$ cat src/rtl/clock_select_sequencer_pkg.sv
// Shared types and default timing constants for the clock select sequencer.
package clksel_pkg;

    typedef enum logic [2:0] {
        IDLE         = 3'd0,
        ISSUE        = 3'd1,
        WAIT_ASSERT  = 3'd2,
        WAIT_RELEASE = 3'd3,
        HOLD         = 3'd4
    } state_t;

    localparam int unsigned DEF_TIMEOUT = 200;
    localparam int unsigned DEF_HOLDOFF = 16;

endpackage

$ cat src/rtl/clock_select_sequencer_if.sv
// Request handshake, select-block control and status signals of the sequencer.
interface clock_select_sequencer_if;

    logic REQ_VALID;
    logic REQ_SEL;
    logic REQ_READY;
    logic SELECT;
    logic SELECT_ENABLE;
    logic FB_RST_N;
    logic CUR_SEL;
    logic BUSY;
    logic DONE;
    logic ERR;
    logic ERR_CLR;

    // Sequencer side.
    modport slave (
        input  REQ_VALID, REQ_SEL, FB_RST_N, ERR_CLR,
        output REQ_READY, SELECT, SELECT_ENABLE, CUR_SEL, BUSY, DONE, ERR
    );

    // System control / select block side.
    modport master (
        output REQ_VALID, REQ_SEL, FB_RST_N, ERR_CLR,
        input  REQ_READY, SELECT, SELECT_ENABLE, CUR_SEL, BUSY, DONE, ERR
    );

endinterface

$ cat src/rtl/clock_select_sequencer_sync_bit.sv
// Multi-flop synchronizer for a single asynchronous bit; resets to 0.
module sync_bit #(
    parameter int unsigned SYNC_STAGES = 2
) (
    input  logic i_clk,
    input  logic i_rst,
    input  logic i_d,
    output logic o_q
);

    logic [SYNC_STAGES-1:0] r_sync;

    // Shift the asynchronous input through the synchronizer chain.
    always_ff @(posedge i_clk) begin
        if (i_rst) begin
            r_sync <= '0;
        end else begin
            r_sync <= {r_sync[SYNC_STAGES-2:0], i_d};
        end
    end

    assign o_q = r_sync[SYNC_STAGES-1];

endmodule

$ cat src/rtl/clock_select_sequencer.sv
// Sequences clock-switch requests into the two-clock select block and
// confirms completion by watching the block's output reset.
module clock_select_sequencer
    import clksel_pkg::*;
#(
    parameter int unsigned SYNC_STAGES = 2,
    parameter int unsigned CNT_W       = 8,
    parameter int unsigned TIMEOUT     = DEF_TIMEOUT,
    parameter int unsigned HOLDOFF     = DEF_HOLDOFF
) (
    input  logic                     CLK,
    input  logic                     RST,
    clock_select_sequencer_if.slave  bus
);

    localparam logic [CNT_W-1:0] TO_LAST  = CNT_W'(TIMEOUT - 1);
    localparam logic [CNT_W-1:0] HO_LAST  = CNT_W'(HOLDOFF - 1);
    localparam logic [CNT_W-1:0] CNT_MAX  = '1;

    state_t           r_state;
    state_t           w_state_next;
    logic [CNT_W-1:0] r_cnt;
    logic [CNT_W-1:0] w_cnt_next;
    logic             r_select;
    logic             r_cur_sel;
    logic             r_done;
    logic             r_err;
    logic             w_fb_s;
    logic             w_ready;
    logic             w_accept;
    logic             w_done_next;
    logic             w_err_set;
    logic             w_cur_load;
    logic             w_select_load;

    sync_bit #(
        .SYNC_STAGES(SYNC_STAGES)
    ) u_fb_sync (
        .i_clk (CLK),
        .i_rst (RST),
        .i_d   (bus.FB_RST_N),
        .o_q   (w_fb_s)
    );

    // Ready is masked by RST so no request is seen while reset is applied.
    assign w_ready  = (r_state == IDLE) && !RST;
    assign w_accept = bus.REQ_VALID && w_ready;

    // Next-state, counter and event decode for the switch sequence.
    always_comb begin
        w_state_next  = r_state;
        w_cnt_next    = (r_cnt == CNT_MAX) ? r_cnt : r_cnt + 1'b1;
        w_done_next   = 1'b0;
        w_err_set     = 1'b0;
        w_cur_load    = 1'b0;
        w_select_load = 1'b0;
        case (r_state)
            IDLE: begin
                w_cnt_next = '0;
                if (w_accept) begin
                    if (bus.REQ_SEL == r_cur_sel) begin
                        w_done_next = 1'b1;
                    end else begin
                        w_select_load = 1'b1;
                        w_state_next  = ISSUE;
                    end
                end
            end
            ISSUE: begin
                w_cnt_next   = '0;
                w_state_next = WAIT_ASSERT;
            end
            WAIT_ASSERT: begin
                if (!w_fb_s) begin
                    w_cnt_next   = '0;
                    w_state_next = WAIT_RELEASE;
                end else if (r_cnt >= TO_LAST) begin
                    w_err_set    = 1'b1;
                    w_done_next  = 1'b1;
                    w_cnt_next   = '0;
                    w_state_next = HOLD;
                end
            end
            WAIT_RELEASE: begin
                // The mux has already switched here, so a timeout still commits.
                if (w_fb_s || (r_cnt >= TO_LAST)) begin
                    w_err_set    = !w_fb_s;
                    w_cur_load   = 1'b1;
                    w_done_next  = 1'b1;
                    w_cnt_next   = '0;
                    w_state_next = HOLD;
                end
            end
            HOLD: begin
                if (r_cnt >= HO_LAST) begin
                    w_state_next = IDLE;
                end
            end
            default: begin
                w_cnt_next   = '0;
                w_state_next = IDLE;
            end
        endcase
    end

    // State register plus counter, selection and status flops.
    always_ff @(posedge CLK) begin
        if (RST) begin
            r_state   <= IDLE;
            r_cnt     <= '0;
            r_select  <= 1'b0;
            r_cur_sel <= 1'b0;
            r_done    <= 1'b0;
            r_err     <= 1'b0;
        end else begin
            r_state <= w_state_next;
            r_cnt   <= w_cnt_next;
            r_done  <= w_done_next;
            if (w_select_load) begin
                r_select <= bus.REQ_SEL;
            end
            if (w_cur_load) begin
                r_cur_sel <= r_select;
            end
            if (w_err_set) begin
                r_err <= 1'b1;
            end else if (bus.ERR_CLR) begin
                r_err <= 1'b0;
            end
        end
    end

    assign bus.REQ_READY     = w_ready;
    assign bus.SELECT        = r_select;
    assign bus.SELECT_ENABLE = (r_state == ISSUE);
    assign bus.CUR_SEL       = r_cur_sel;
    assign bus.BUSY          = (r_state != IDLE);
    assign bus.DONE          = r_done;
    assign bus.ERR           = r_err;

endmodule

$ cat src/flat_wrapper.sv
// flat-port wrapper written by rule: the top's interface ports become plain ports
module clock_select_sequencer_flat import clksel_pkg::*;
#(
    parameter int unsigned SYNC_STAGES = 2,
    parameter int unsigned CNT_W       = 8,
    parameter int unsigned TIMEOUT     = DEF_TIMEOUT,
    parameter int unsigned HOLDOFF     = DEF_HOLDOFF
)
  (CLK, RST, bus_REQ_VALID, bus_REQ_SEL, bus_FB_RST_N, bus_ERR_CLR, bus_REQ_READY, bus_SELECT, bus_SELECT_ENABLE, bus_CUR_SEL, bus_BUSY, bus_DONE, bus_ERR);
  clock_select_sequencer_if bus_i ();
  input  logic CLK;
  input  logic RST;
  input wire logic [$bits(bus_i.REQ_VALID)-1:0] bus_REQ_VALID;
  input wire logic [$bits(bus_i.REQ_SEL)-1:0] bus_REQ_SEL;
  input wire logic [$bits(bus_i.FB_RST_N)-1:0] bus_FB_RST_N;
  input wire logic [$bits(bus_i.ERR_CLR)-1:0] bus_ERR_CLR;
  output wire logic [$bits(bus_i.REQ_READY)-1:0] bus_REQ_READY;
  output wire logic [$bits(bus_i.SELECT)-1:0] bus_SELECT;
  output wire logic [$bits(bus_i.SELECT_ENABLE)-1:0] bus_SELECT_ENABLE;
  output wire logic [$bits(bus_i.CUR_SEL)-1:0] bus_CUR_SEL;
  output wire logic [$bits(bus_i.BUSY)-1:0] bus_BUSY;
  output wire logic [$bits(bus_i.DONE)-1:0] bus_DONE;
  output wire logic [$bits(bus_i.ERR)-1:0] bus_ERR;
  assign bus_i.REQ_VALID = bus_REQ_VALID;
  assign bus_i.REQ_SEL = bus_REQ_SEL;
  assign bus_i.FB_RST_N = bus_FB_RST_N;
  assign bus_i.ERR_CLR = bus_ERR_CLR;
  assign bus_REQ_READY = bus_i.REQ_READY;
  assign bus_SELECT = bus_i.SELECT;
  assign bus_SELECT_ENABLE = bus_i.SELECT_ENABLE;
  assign bus_CUR_SEL = bus_i.CUR_SEL;
  assign bus_BUSY = bus_i.BUSY;
  assign bus_DONE = bus_i.DONE;
  assign bus_ERR = bus_i.ERR;
  clock_select_sequencer #(.SYNC_STAGES(SYNC_STAGES), .CNT_W(CNT_W), .TIMEOUT(TIMEOUT), .HOLDOFF(HOLDOFF)) u_core (.CLK(CLK), .RST(RST), .bus(bus_i));
endmodule
$ cat config.mk
export PLATFORM = sky130hd
export DESIGN_NAME = clock_select_sequencer_flat
export DESIGN_NICKNAME = d
export VERILOG_FILES = /design/src/rtl/clock_select_sequencer_pkg.sv /design/src/rtl/clock_select_sequencer_if.sv /design/src/rtl/clock_select_sequencer_sync_bit.sv /design/src/rtl/clock_select_sequencer.sv /design/src/flat_wrapper.sv
export SDC_FILE = /design/constraint.sdc
export NUM_CORES = 1
export LEC_CHECK = 0
export BUFFER_PORTS_ARGS = -buffer_cell sky130_fd_sc_hd__clkbuf_2
export CORE_ASPECT_RATIO = 1.1
export CORE_UTILIZATION = 25
export CTS_BUF_LIST = sky130_fd_sc_hd__clkbuf_8
export DETAILED_ROUTE_END_ITERATION = 10
export GPL_TIMING_DRIVEN = 0
export PLACE_DENSITY = 0.46
export SLEW_MARGIN = 5
export SYNTH_ARGS = -nofsm -noshare
export SYNTH_HDL_FRONTEND = slang
export SYNTH_HIERARCHICAL = 1
export SYNTH_SLANG_ARGS = --single-unit
$ cat constraint.sdc
create_clock -name CLK -period 5.1 [get_ports CLK]
set_input_delay 0.255 -clock CLK [delete_from_list [all_inputs] [get_ports CLK]]
set_output_delay 0.255 -clock CLK [all_outputs]
set_load 0.01 [all_outputs]
* Word level (Yosys, flattened, before mapping)
Index checks and enable logic that the tools add are counted.
** Storage, ports and cells
- Output and inout port bits :: 7
- Flip-flop bits (word level) :: 17
** Cells by class
- Equal/unequal tests :: 11
- $add $sub $neg :: 1
- Reductions and logical operators :: 9
- Magnitude comparators :: 2
- Multiplexer cells :: 26
** Operator list (count)
- $mux 8 :: 4
- $pmux 8 s3 :: 1
- $mux 3 :: 6
- $pmux 3 s5 :: 1
- $mux 1 :: 12
- $add 8x1->8 const B :: 1
- $eq 8x8->1 const B :: 1
- $ge 8x4->1 const B :: 1
- $ge 8x8->1 const B :: 1
- $eq 3x2->1 const B :: 2
- $ne 2x1->1 const B :: 3
- $reduce_and 5->1 :: 1
- $eq 3x1->1 const B :: 1
- $eq 3x3->1 const B :: 1
- $logic_not 3->1 :: 1
- $ne 3x2->1 const B :: 1
- $pmux 1 s3 :: 1
- $reduce_bool 3->1 :: 1
- $logic_and 1x1->1 :: 2
- $logic_not 1->1 :: 2
- $ne 2x2->1 const B :: 1
- $pmux 1 s2 :: 1
- $reduce_bool 2->1 :: 1
- $eq 1x1->1 :: 1
- $logic_or 1x1->1 :: 1

* Logic depth before layout (Yosys ltp)
- Depth after elaboration :: 5
- Depth in mapped cells :: 5

* Cells and area by module
Netlist, hierarchy kept.
** Modules (own cells, without submodules)
- clock_select_sequencer :: area an instance 790.8 sq um, instances 1, cells an instance 94, seq. area each 300.3 sq um
- sync_bit :: area an instance 52.6 sq um, instances 1, cells an instance 4, seq. area each 40.0 sq um

* Least setup slack after synthesis
Ideal clock, no wire load.
- Kind :: register to register
- Start :: register u_core.r_cnt[0]
- End :: register u_core.r_state[0]
- Cell stages (with the launch flop) :: 6
- Setup slack :: 3230 ps
- Arrival time :: 1750 ps
- Period minus slack after synthesis :: 1870 ps
- Buffers on the path :: 0
- Data required time :: 4979 ps
- Setup time :: 121 ps
- Path through :: dfxtp_1 ha_1 a2111o_1 a311o_1 nand3_1 mux2_2
** Between the ends
- Longest elaborated chain between the ends :: 4
** RTL lines
- start: declaration :: line clock_select_sequencer.sv:22 : logic [CNT_W-1:0] r_cnt;
- start signal: assignment :: line clock_select_sequencer.sv:117 : r_cnt <= w_cnt_next;
- $ge 8x8->1 :: line clock_select_sequencer.sv:77, clock_select_sequencer.sv:86
- $logic_or 1x1->1 :: line clock_select_sequencer.sv:86 : if (w_fb_s || (r_cnt >= TO_LAST)) begin
- $ne 2x1->1 (no line)
- $reduce_and 5->1 (no line) *
- end signal: assignment :: line clock_select_sequencer.sv:116 : r_state <= w_state_next;
- end: declaration :: line clock_select_sequencer.sv:20 : state_t r_state;
Mark *: on every way between the ends. The rest lies on a longest branch, timed or not.
A chain may end at the register's enable or synchronous reset.

* Worst setup path in the final report
Ends and elaborated chain as after synthesis.

==> flow_summary_export.csv <==
group,metric,value,unit
place,dp_cells,144,
critical_path,arrival,2.14,ns
floorplan,num_rows,21,
routing,post-route-drc-count,4,
pwr,p_leak,0.365,nW
pwr,p_per_area,399,nW/µm²
routing,finalWirelength,1.71,mm
critical_path,crit_type,"flip-flop to flip-flop",
sta,period_share,0.393,
routing,vias_per_cell,5.00,
grt,grt_pass1_vias,734,
floorplan,initial_core_util,0.270,
grt,grt_pass1_wl,3.16,mm
final_layout,n_fill_cell,353,
sta,tightest_slew,0.645,ns
clock_tree,hold_buffers,0,
synth,async_flop_share,0,
synth,synth_top_cell_area_share,0.404,
floorplan,die-area,3610,µm²
critical_path,crit_path_top_delay_cell,"a311o_1",
synth,synth-simple-area-share,0.269,
routing,wl_per_cell,11.5,µm
sta,rsz0062_at_grt,"false",
final_layout,final_cells,148,
clock_tree,clockRootBuffer,"clkbuf_8",
outcome,violations,"DRC",
sta,fin_worst_skew,0.00126,ns
final_layout,diodes,0,
synth,synth_edf_count,0,
synth,synth_area,843,µm²
critical_path,max_stage_delay,0.42,ns
flow_run,max_cap_viol_count,0,
sta,maxSlewHeadroom,0.566,
synth,synth_xor_area_frac,0.0415,
floorplan,fp.coreArea,3130,µm²
synth,ys_seq_elements,17,
synth,synth_fp_nets,105,
synth,synth_top_family_by_area,"simple AND/OR/NAND/NOR gates",
synth,yosysTopAreaCell,"dfxtp_1",
floorplan,ioPinCount,13,
place,gp_congestion,0.747,
sta,finalSetupViolCount,0,
pwr,ir_drop,0.0000942,V
grt,grt_max_degree,11,
synth,netlist_instances,98,
clock_tree,cts_tree,"built",
clock_tree,clkLatencyLatePin,0.25,ns
final_layout,final_area,991,µm²
clock_tree,cts_setup_buffers,0,
critical_path,cp_data_required_time,5.24,ns
synth,synth_compound_area_frac,0.180,
critical_path,worstSetupEndpointType,"flip-flop",
synth,ys_warn_count,6,
sta,hold_violations,0,
clock_tree,numCtsBuffers,3,
floorplan,die_h,62.9,µm
critical_path,crit_chain,"ha_1, a2111o_1, a311o_1, nand3_1, mux2_2",
synth,synth_fa_ha_area_frac,0.0148,
grt,grt_antenna_before_repair,0,
sta,slew_viol_final,0,
grt,grt_use_total,0.112,
synth,ys_top_cells_by_area,"dfxtp_1 (40%), nor2_1 (6.7%), mux2i_1 (4.7%)",
place,port-buffer-count,12,
sta,fmax,0.499,GHz
final_layout,layout-drive-gt1-share,0.184,
sta,timing.final.crit_period,2.00,ns
synth,muxShareOfSynthArea,0.0608,
critical_path,cp-start-kind,"flip-flop",
synth,synth-seq-area-share,0.404,
clock_tree,clockBufferDepth,2,
grt,overflow,0,
routing,vias,740,
synth,ys.flop_type,"dfxtp_1",
final_layout,layout.nets,122,
final_layout,area_growth,17.5,%
place,place_area,946,µm²
clock_tree,htreeDepth,1,
clock_tree,ctsResizeCount,0,
synth,synth_area_per_cell,8.61,µm²
routing,drtIter0Drc,21,
routing,dr.pass1.iters,7,
place,hpwl,1.31,mm
outcome,status,"finished with violations",
pwr,p_total,396,µW
clock_tree,path_clk_slew,0.07,ns
critical_path,cp_max_fo,4,
synth,ys_types,35,
floorplan,fp.dieW,57.4,µm
sta,fin_setup_tns,0,ns
worst_hold_path,hp-class,"primary input to flip-flop",
routing,ant_nets,0,
clock_tree,numClockSinks,17,
==> area by class of cell <==
cell class,instances,area (µm²),area share
inverters,3,11.3,0.0114
plain buffers,4,15.0,0.0152
clock buffers,3,41.3,0.0417
multi-input cells,74,477,0.481
flip-flops and latches,17,340,0.343
well taps,34,42.5,0.0429
clock inverters,1,3.75,0.00379
repair buffers,12,60.1,0.0606
==> power breakdown <==
| group | internal [mW] | switching [mW] |
|---|---|---|
| Sequential | 0.147 | 0.00529 |
| Combinational | 0.0652 | 0.0808 |
| Clock | 0.0533 | 0.0444 |
==> Yosys cell counts, types with 2 or more instances <==
library cell / count
dfxtp_1: 17
nor2_1: 15
nand2_1: 7
nor2b_1: 5
clkbuf_1: 4
mux2i_1: 4
nand3_1: 4
or3_1: 4
a21oi_1: 3
inv_1: 3
nor3_1: 3
o21ai_0: 3
xor2_1: 3
o21a_1: 2
==> through the flow <==
step	hold slack [ns]	setup WS, ns	utilization
after detailed placement	0.436	3.14	0.303
after global placement	0.437	3.12	0.303
after floorplan	0.327	3.23	-
after CTS	0.209	3.11	0.317
after global routing	0.230	2.99	0.317
final	0.210	3.10	0.317
==> layout by cell type, fill, tap and decap left out, types with 2 or more instances in the layout <==
master,n
inv_1,4
o21ai_0,3
a21oi_1,3
clkbuf_1,4
clkbuf_2,12
mux2i_1,4
xor2_1,3
clkbuf_8,3
nand2_1,7
nand3_1,4
nor3_1,3
dfxtp_1,17
nor2_1,15
or3_1,4
o21a_1,2
nor2b_1,5
==> critical path: cells and delay by family, from the launching register on <==
family | cells | cell delay [ns]
AND/OR/NAND/NOR | 1 | 0.15
flip-flops | 1 | 0.34
AO/OA/AOI/OAI | 2 | 0.81
adder cells (fa/ha/maj) | 1 | 0.24
multiplexers | 1 | 0.35
==> state kept, by name, indices dropped and copies added (netlist names) <==
signal and count:
u_core/r_cnt 8, u_core/bus.ERR 1, u_core/bus.DONE 1, u_core/bus.SELECT 1, u_core/u_fb_sync/r_sync 2, u_core/r_state 3, u_core/bus.CUR_SEL 1
==> metal layers <==
| layer | vias up | routed length, µm | GRT usage |
|---|---|---|---|
| li1 | 388 | - | - |
| met1 | 340 | 792 | 0.138 |
| met2 | 10 | 819 | 0.177 |
| met3 | 2 | 72 | 0.0290 |
| met4 | 0 | 22 | 0.0579 |
| met5 | - | 0 | 0 |
==> worst paths after layout <==
kind                                    from                         end  slack, ns  cells past startpoint
hold reg to reg   u_core/u_fb_sync/r_sync[0]  u_core/u_fb_sync/r_sync[1]       0.44                      1
setup reg to reg             u_core/r_cnt[0]           u_core/r_state[0]       3.10                      5
hold / removal                           RST  u_core/u_fb_sync/r_sync[1]       0.21                      2
setup / recovery             u_core/r_cnt[0]           u_core/r_state[0]       3.10                      5
==> cell families (layout without fill, tap and decap cells) <==
family          Yosys count  count (layout)
simple gates             45              45
compound gates           19              19
flops                    17              17
buf+inv                   7              23
mux                       5               5
xor+xnor                  4               4
fa+ha+maj                 1               1
(Power assumes the default switching activity.)
